[src/rtl/mips_mc_pkg.sv]
// Shared encodings for the multicycle MIPS control unit: FSM states, opcodes,
// R-type function codes and the ALUop codes understood by alu32.
package mips_mc_pkg;

    typedef enum logic [3:0] {
        S_FETCH  = 4'd0,
        S_DECODE = 4'd1,
        S_MEMADR = 4'd2,
        S_MEMRD  = 4'd3,
        S_MEMWB  = 4'd4,
        S_MEMWR  = 4'd5,
        S_EXEC   = 4'd6,
        S_ALUWB  = 4'd7,
        S_BRANCH = 4'd8,
        S_JUMP   = 4'd9,
        S_ADDIEX = 4'd10,
        S_ADDIWB = 4'd11
    } state_t;

    localparam logic [5:0] OP_RTYPE = 6'b000000;
    localparam logic [5:0] OP_LW    = 6'b100011;
    localparam logic [5:0] OP_SW    = 6'b101011;
    localparam logic [5:0] OP_BEQ   = 6'b000100;
    localparam logic [5:0] OP_J     = 6'b000010;
    localparam logic [5:0] OP_ADDI  = 6'b001000;

    localparam logic [5:0] FN_ADD = 6'b100000;
    localparam logic [5:0] FN_SUB = 6'b100010;
    localparam logic [5:0] FN_AND = 6'b100100;
    localparam logic [5:0] FN_OR  = 6'b100101;
    localparam logic [5:0] FN_SLT = 6'b101010;
    localparam logic [5:0] FN_NOR = 6'b100111;

    localparam logic [3:0] ALU_AND = 4'b0000;
    localparam logic [3:0] ALU_OR  = 4'b0001;
    localparam logic [3:0] ALU_ADD = 4'b0010;
    localparam logic [3:0] ALU_SUB = 4'b0110;
    localparam logic [3:0] ALU_SLT = 4'b0111;
    localparam logic [3:0] ALU_NOR = 4'b1100;

endpackage

[src/rtl/mips_mc_control_alu_decoder.sv]
// R-type function decoder: maps Funct to the alu32 operation and flags
// whether the function is one this core implements.
module alu_decoder
    import mips_mc_pkg::*;
(
    input  logic [5:0] funct,
    output logic [3:0] aluop,
    output logic       legal
);

    // Funct lookup; unknown codes fall back to ADD and are marked illegal
    always_comb begin
        aluop = ALU_ADD;
        legal = 1'b1;
        case (funct)
            FN_ADD:  aluop = ALU_ADD;
            FN_SUB:  aluop = ALU_SUB;
            FN_AND:  aluop = ALU_AND;
            FN_OR:   aluop = ALU_OR;
            FN_SLT:  aluop = ALU_SLT;
            FN_NOR:  aluop = ALU_NOR;
            default: begin
                aluop = ALU_ADD;
                legal = 1'b0;
            end
        endcase
    end

endmodule

[src/rtl/mips_mc_control.sv]
// Multicycle MIPS control FSM: sequences each instruction through its states
// and decodes the datapath controls directly from the current state.
module mips_mc_control
    import mips_mc_pkg::*;
(
    input  logic       clk,
    input  logic       reset,
    input  logic [5:0] Op,
    input  logic [5:0] Funct,
    input  logic       Zero,
    output logic       PCEn,
    output logic       IorD,
    output logic       MemRead,
    output logic       MemWrite,
    output logic       IRWrite,
    output logic       RegDst,
    output logic       MemtoReg,
    output logic       RegWrite,
    output logic       ALUSrcA,
    output logic [1:0] ALUSrcB,
    output logic [1:0] PCSource,
    output logic [3:0] ALUop,
    output logic       Illegal,
    output logic [3:0] State
);

    state_t     state_q;
    state_t     state_d;
    logic [3:0] fn_aluop_s;
    logic       fn_legal_s;
    logic       op_known_s;

    alu_decoder u_alu_decoder (
        .funct (Funct),
        .aluop (fn_aluop_s),
        .legal (fn_legal_s)
    );

    // Opcodes that DECODE can dispatch; R-type additionally needs a legal Funct
    always_comb begin
        op_known_s = 1'b0;
        case (Op)
            OP_RTYPE: op_known_s = fn_legal_s;
            OP_LW, OP_SW, OP_BEQ, OP_J, OP_ADDI: op_known_s = 1'b1;
            default:  op_known_s = 1'b0;
        endcase
    end

    // Next-state sequencing
    always_comb begin
        state_d = S_FETCH;
        case (state_q)
            S_FETCH:  state_d = S_DECODE;
            S_DECODE: begin
                case (Op)
                    OP_LW, OP_SW: state_d = S_MEMADR;
                    OP_RTYPE:     state_d = fn_legal_s ? S_EXEC : S_FETCH;
                    OP_BEQ:       state_d = S_BRANCH;
                    OP_J:         state_d = S_JUMP;
                    OP_ADDI:      state_d = S_ADDIEX;
                    default:      state_d = S_FETCH;
                endcase
            end
            S_MEMADR: state_d = (Op == OP_LW) ? S_MEMRD : S_MEMWR;
            S_MEMRD:  state_d = S_MEMWB;
            S_EXEC:   state_d = S_ALUWB;
            S_ADDIEX: state_d = S_ADDIWB;
            default:  state_d = S_FETCH;
        endcase
    end

    // State register
    always_ff @(posedge clk) begin
        if (reset) begin
            state_q <= S_FETCH;
        end else begin
            state_q <= state_d;
        end
    end

    // Output decode; reset forces every control low so an aborted
    // instruction can never write the register file or memory
    always_comb begin
        PCEn     = 1'b0;
        IorD     = 1'b0;
        MemRead  = 1'b0;
        MemWrite = 1'b0;
        IRWrite  = 1'b0;
        RegDst   = 1'b0;
        MemtoReg = 1'b0;
        RegWrite = 1'b0;
        ALUSrcA  = 1'b0;
        ALUSrcB  = 2'b00;
        PCSource = 2'b00;
        ALUop    = ALU_ADD;
        Illegal  = 1'b0;
        State    = state_q;
        if (reset) begin
            ALUop = 4'b0000;
            State = 4'd0;
        end else begin
            case (state_q)
                S_FETCH: begin
                    MemRead = 1'b1;
                    IRWrite = 1'b1;
                    ALUSrcB = 2'b01;
                    PCEn    = 1'b1;
                end
                S_DECODE: begin
                    ALUSrcB = 2'b11;
                    Illegal = ~op_known_s;
                end
                S_MEMADR, S_ADDIEX: begin
                    ALUSrcA = 1'b1;
                    ALUSrcB = 2'b10;
                end
                S_MEMRD: begin
                    MemRead = 1'b1;
                    IorD    = 1'b1;
                end
                S_MEMWB: begin
                    MemtoReg = 1'b1;
                    RegWrite = 1'b1;
                end
                S_MEMWR: begin
                    MemWrite = 1'b1;
                    IorD     = 1'b1;
                end
                S_EXEC: begin
                    ALUSrcA = 1'b1;
                    ALUop   = fn_aluop_s;
                end
                S_ALUWB: begin
                    RegDst   = 1'b1;
                    RegWrite = 1'b1;
                end
                S_BRANCH: begin
                    ALUSrcA  = 1'b1;
                    ALUop    = ALU_SUB;
                    PCSource = 2'b01;
                    PCEn     = Zero;
                end
                S_JUMP: begin
                    PCSource = 2'b10;
                    PCEn     = 1'b1;
                end
                S_ADDIWB: begin
                    RegWrite = 1'b1;
                end
                default: begin
                    ALUop = 4'b0000;
                end
            endcase
        end
    end

endmodule

[config.mk]
export PLATFORM = sky130hd
export DESIGN_NAME = mips_mc_control
export DESIGN_NICKNAME = d
export VERILOG_FILES = /design/src/rtl/mips_mc_pkg.sv /design/src/rtl/mips_mc_control_alu_decoder.sv /design/src/rtl/mips_mc_control.sv
export SDC_FILE = /design/constraint.sdc
export NUM_CORES = 1
export LEC_CHECK = 0
export CAP_MARGIN = 20
export CORE_AREA = 2 2 45 43
export CTS_CLUSTER_SIZE = 14
export DETAILED_ROUTE_END_ITERATION = 10
export DIE_AREA = 0 0 47 45
export DONT_BUFFER_PORTS = 1
export PLACE_DENSITY = 0.66
export REMOVE_ABC_BUFFERS = 1
export SLEW_MARGIN = 20
export SYNTH_ARGS = -nofsm -noshare
export SYNTH_HDL_FRONTEND = slang
export SYNTH_SLANG_ARGS = --single-unit
[constraint.sdc]
create_clock -name clk -period 2 [get_ports clk]
set_input_delay 0 -clock clk [delete_from_list [all_inputs] [get_ports clk]]
set_output_delay 0 -clock clk [all_outputs]
set_load 0.01 [all_outputs]
# ---- Yosys cells after proc, flatten, opt, wreduce, memory -nomap -nowiden
# Index checks and enable logic that the tools add are counted.
dict set report classes {
  order_cmp 0
  n_reduce_logical 12
  addsub 0
  n_mux 34
  bitwise_logic 1
  shifts 0
  n_mul 0
  n_eq_ne 22
  n_div 0
}
# cell count
set ops {}
lappend ops {{== test 6 bit, second input constant} 8}
lappend ops {{case mux 4 bit (5 select lines)} 2}
lappend ops {{case mux 4 bit (6 select lines)} 1}
lappend ops {{two-way mux 1 bit} 20}
lappend ops {{== test 4 x 3 -> 1 bit, second input constant} 4}
lappend ops {{== test 4 bit, second input constant} 4}
lappend ops {{case mux 4 bit (3 select lines)} 1}
lappend ops {{OR reduction 10 bit} 1}
lappend ops {{OR reduction 2 bit} 5}
lappend ops {{== test 4 x 2 -> 1 bit, second input constant} 2}
lappend ops {{two-way mux 4 bit} 2}
lappend ops {{== test 6 x 2 -> 1 bit, second input constant} 1}
lappend ops {{== test 6 x 3 -> 1 bit, second input constant} 1}
lappend ops {{== test 6 x 4 -> 1 bit, second input constant} 1}
lappend ops {{logical NOT 6 bit} 1}
lappend ops {{two-way mux 3 bit} 2}
lappend ops {{case mux 2 bit (3 select lines)} 1}
lappend ops {{OR reduction 6 bit} 1}
lappend ops {{OR reduction 5 bit} 1}
lappend ops {{== test 4 x 1 -> 1 bit, second input constant} 1}
lappend ops {{logical NOT 4 bit} 1}
lappend ops {{two-way mux 2 bit} 2}
lappend ops {{case mux 1 bit (2 select lines)} 2}
lappend ops {{case mux 2 bit (2 select lines)} 1}
lappend ops {{other kinds (3)} 3}
dict set report totals {
  latch_bits 0
  n_memories 0
  reg_bits 4
  input_bits 15
  output_inout_bits 22
  mem_bits_ro 0
  ram_bits 0
  word_cells 70
}

# ---- Longest topological paths before layout
dict set report depth {
  depth_word 7
  depth_mapped 5
  depth_no_buf 4
}

# ---- By module
# From an unflattened synthesis, not the netlist that was laid out.
dict set report unflattened {
  hier_cells 103
  hier_area_um2 700.7
}
# module area_per_inst_um2 n_inst seq_area_each_um2 cells_each
set modules_own_cells {}
lappend modules_own_cells {mips_mc_control 584.3 1 80.1 89}
lappend modules_own_cells {alu_decoder 116.4 1 0.0 14}

# ---- Least setup slack after synthesis
# OpenSTA, ideal clock, no wires.
dict set report synth_path {
  path_type {flip-flop to flip-flop}
  from {reg state_q[1]}
  to {reg state_q[1]}
  stages_incl_launch_ff 5
  slack_ns 0.428
  setup_time_ns 0.069
  arrival_time_ns 1.504
  period_less_slack_ns 1.572
  n_path_buf 1
  required_time_ns 1.931
  cell_sequence {dfxtp_1 -> buf_2 -> or4_4 -> or4b_1 -> o21ai_1}
}
dict set report synth_between {
  elab_chain_cells 2
  word_cells_on_any_way 7
  cone_classes {eq/ne (5); mux (1); reduce/logical (1)}
}
# item line_no
set synth_rtl {}
lappend synth_rtl {{start: declaration} mips_mc_control.sv:27} ;# state_t state_q;
lappend synth_rtl {{start signal: assignment} mips_mc_control.sv:77} ;# state_q <= state_d;
lappend synth_rtl {{== test 4 bit, or another cell as far along} mips_mc_control.sv:52} ;# case (state_q)
lappend synth_rtl {{case mux 4 bit (6 select lines) (*)} mips_mc_control.sv:52}
# Mark *: on every way between the ends. The rest lies on a longest branch, timed or not.
# A chain may end at the register's enable or synchronous reset.

# ---- Worst setup path after layout
dict set report layout_path {
  from {reg state_q[3]}
  to {out Illegal}
}
dict set report layout_between {
  elab_chain_cells 3
}
# item line_no
set layout_rtl {}
lappend layout_rtl {{== test 4 x 1 -> 1 bit} mips_mc_control.sv:102} ;# case (state_q)
lappend layout_rtl {{two-way mux 1 bit} mips_mc_control.sv:102}
lappend layout_rtl {{two-way mux 1 bit} mips_mc_control.sv:98} ;# if (reset) begin
lappend layout_rtl {{end: declaration} mips_mc_control.sv:23} ;# output logic Illegal,
# No other way between the ends.

==> metrics <==
critical path launch point state_q[3]; status finished clean; # nets final 126; clock transition at the registers of the reported paths 0.04 ns; vias per std cell 5.992; IO Pins 37; top-area cell type share of the netlist area 0.1162; Netlist cell types 39; initial core utilization 0.4278; TNS Setup 0 ns; cell count after synthesis 107; final period utilization 0.8693; Die Span Y 45 µm; Adder-Cell Fraction of Synth Area 0.02904; Yosys top cell by area dfxtp_1; Worst path max stage delay 0.43 ns; quantity of I/O buffers inserted on ports 0; Max Cap Viol 0; antenna viol nets, final 0; Lkg Pwr 0.2396 nW; skew final 0.003175 ns; crit-path cells buf_4 > or3_1 > a2111oi_0 > buf_4; power density cells 332.1 nW/µm²; CP max-delay cell or3_1; die area 2115 µm²; Hold Fails Final Rpt 0; Fmax 575.2 MHz; clk sink count 4; Slew Limit Fails 0; GR Util All Layers 0.1847; largest net degree at the start of global routing 18; WP data required 2.00 ns; compound-gate portion of the synthesized area 0.2196; Ys Warns 0; RePlAce Congestion 0.7741; ranking of synthesized cells by area dfxtp_1 (12%), nor3_1 (8.7%), nor2_1 (8.7%); drt first pass iters 4; Worst Hold Class in2out; Tot Pwr 254.3 µW; drt wl/cell 14.34 µm; row cnt 14; Post-Place Cells 129; crit-path most repeated cell buf_4; simple-gate share of the synthesized area 0.5481; reg-to-reg slack, setup 0.28 ns; Largest regs state_q (4); ratio of cells with drive above 1 in the final layout 0.1284; final setup fails 0; Synth async-reset ratio 0; Worst-Skew Late Latency 0.23 ns; largest family of logic cells by synthesized area simple AND/OR/NAND/NOR gates; root buffer cell clkbuf_4; min-delay src reset; WS Path Type reg2out; Final min period 1.739 ns; Post-synth EDFFs 0; Seq/Total Area, Yosys 0.1162; mapped cell area 689.4 µm²; max reg flops 4; gr ovfl total 0; initial drt markers 18; post-synthesis mux area share 0.01633; Top reg by flops state_q; max_slew headroom 0.6450; RSZ-0062 raised after global routing false; Most used DFF post-synth dfxtp_1; die width 47 µm; worst-case vdd ir drop 0.2286 mV; Least-Margin Pin Slew 0.5276 ns; CTS Buffer Depth 2; Post-route DRC 0; crit path DAT 1.74 ns; area delta synth->final 11.07%; # fillers 186; dpl hpwl 1507 µm; fin cells 133; TritonCTS clock tree yes; post-CTS sizing 0; antenna violations before repair 0; CTS Buf Count 3; CP max FO 12; H-tree depth 1; final WL 1907 µm; n_diodes 0; core area 1612 µm²; CP endpoint kind primary output; vias in the first global route 684; reg-to-reg critical path startpoint state_q[0]; Post-Synth XOR/XNOR Area 0.02541; Worst setup SP type flip-flop; vias 797; Synth Register Bits 4; first-pass GRT wire length 2925 µm; syn_area_per_cell 6.443 µm²
[per-layer routing]
metal	GRT usage	part of all wire	routed length [µm]
met1	0.2317	0.44	841
met2	0.3178	0.48	910
met3	0.04400	0.070	134
met4	0.03889	0.011	21
met5	0	0	0
[repair_timing]
action / in CTS / in global routing
hold buffers: 1 / 0
endpoints found under the hold margin: 4 / 0
setup buffers: 0 / 0
[report_power, final]
part           switching [mW]  internal (mW)
logic                  0.0378         0.0313
registers             0.00350         0.0820
clock network          0.0326         0.0671
[critical path, delay by kind of cell, from the launching register on]
family                 cells  cell delay [ns]
AO/OA/AOI/OAI              1             0.43
AND/OR/NAND/NOR            1             0.43
flip-flops                 1             0.29
buffers and inverters      2             0.36
[logic make-up (layout without fill, tap and decap cells)]
kind of cell    Yosys count  count (layout)
buf+inv                   8              10
flops                     4               4
simple gates             68              68
fa+ha+maj                 2               2
compound gates           22              22
xor+xnor                  2               2
mux                       1               1
[synthesized netlist by cell type, types with 4 or more instances]
master    instances
o21ai_0           5
nand2b_1          6
nand2_1           6
dfxtp_1           4
nor3_1           12
clkbuf_1          6
nor2_1           16
nor2b_1           6
[worst paths after layout]
kind | end | cells after the start
setup / recovery | Illegal | 4
hold reg to reg | state_q[3] | 3
hold / removal | State[1] | 1
setup reg to reg | state_q[1] | 4
[layout by cell type (no fill, tap or decap), types with 2 or more instances in the layout]
cell / Yosys / layout
nor3b_1: 2 / 2
nand3_1: 3 / 3
nor2b_1: 6 / 6
nand2b_1: 6 / 6
maj3_1: 2 / 2
a21oi_1: 3 / 3
dfxtp_1: 4 / 4
nor3_1: 12 / 12
or3_1: 2 / 2
nor2_1: 16 / 16
or2_2: 2 / 2
o32a_1: 2 / 2
a31oi_1: 3 / 3
a2111oi_0: 3 / 3
clkbuf_4: 0 / 3
buf_4: 0 / 6
nand2_1: 6 / 6
nand3b_1: 3 / 3
o21ai_0: 5 / 5
[layout make-up]
| type | instances | area [µm²] | share of cell area |
|---|---|---|---|
| well taps | 24 | 30.03 | 0.03922 |
| multi-input cells | 95 | 578.1 | 0.7549 |
| clock buffers | 3 | 22.52 | 0.02941 |
| flip-flops and latches | 4 | 80.08 | 0.1046 |
| repair buffers | 7 | 55.05 | 0.07190 |
[stage by stage]
step	util	hold slack [ns]	worst slack (ns)	instance area, µm²
after detailed placement	0.4550	0.04943	0.3032	733.2
after CTS	0.4752	0.04925	0.2508	765.7
after global placement	0.4550	0.05040	0.3890	733.2
after floorplan	-	0.04409	0.2646	658.1
final	0.4752	0.04820	0.2614	765.7
after global routing	0.4752	0.05436	0.1817	765.7
No activity file was read; power rests on OpenSTA's default activity.
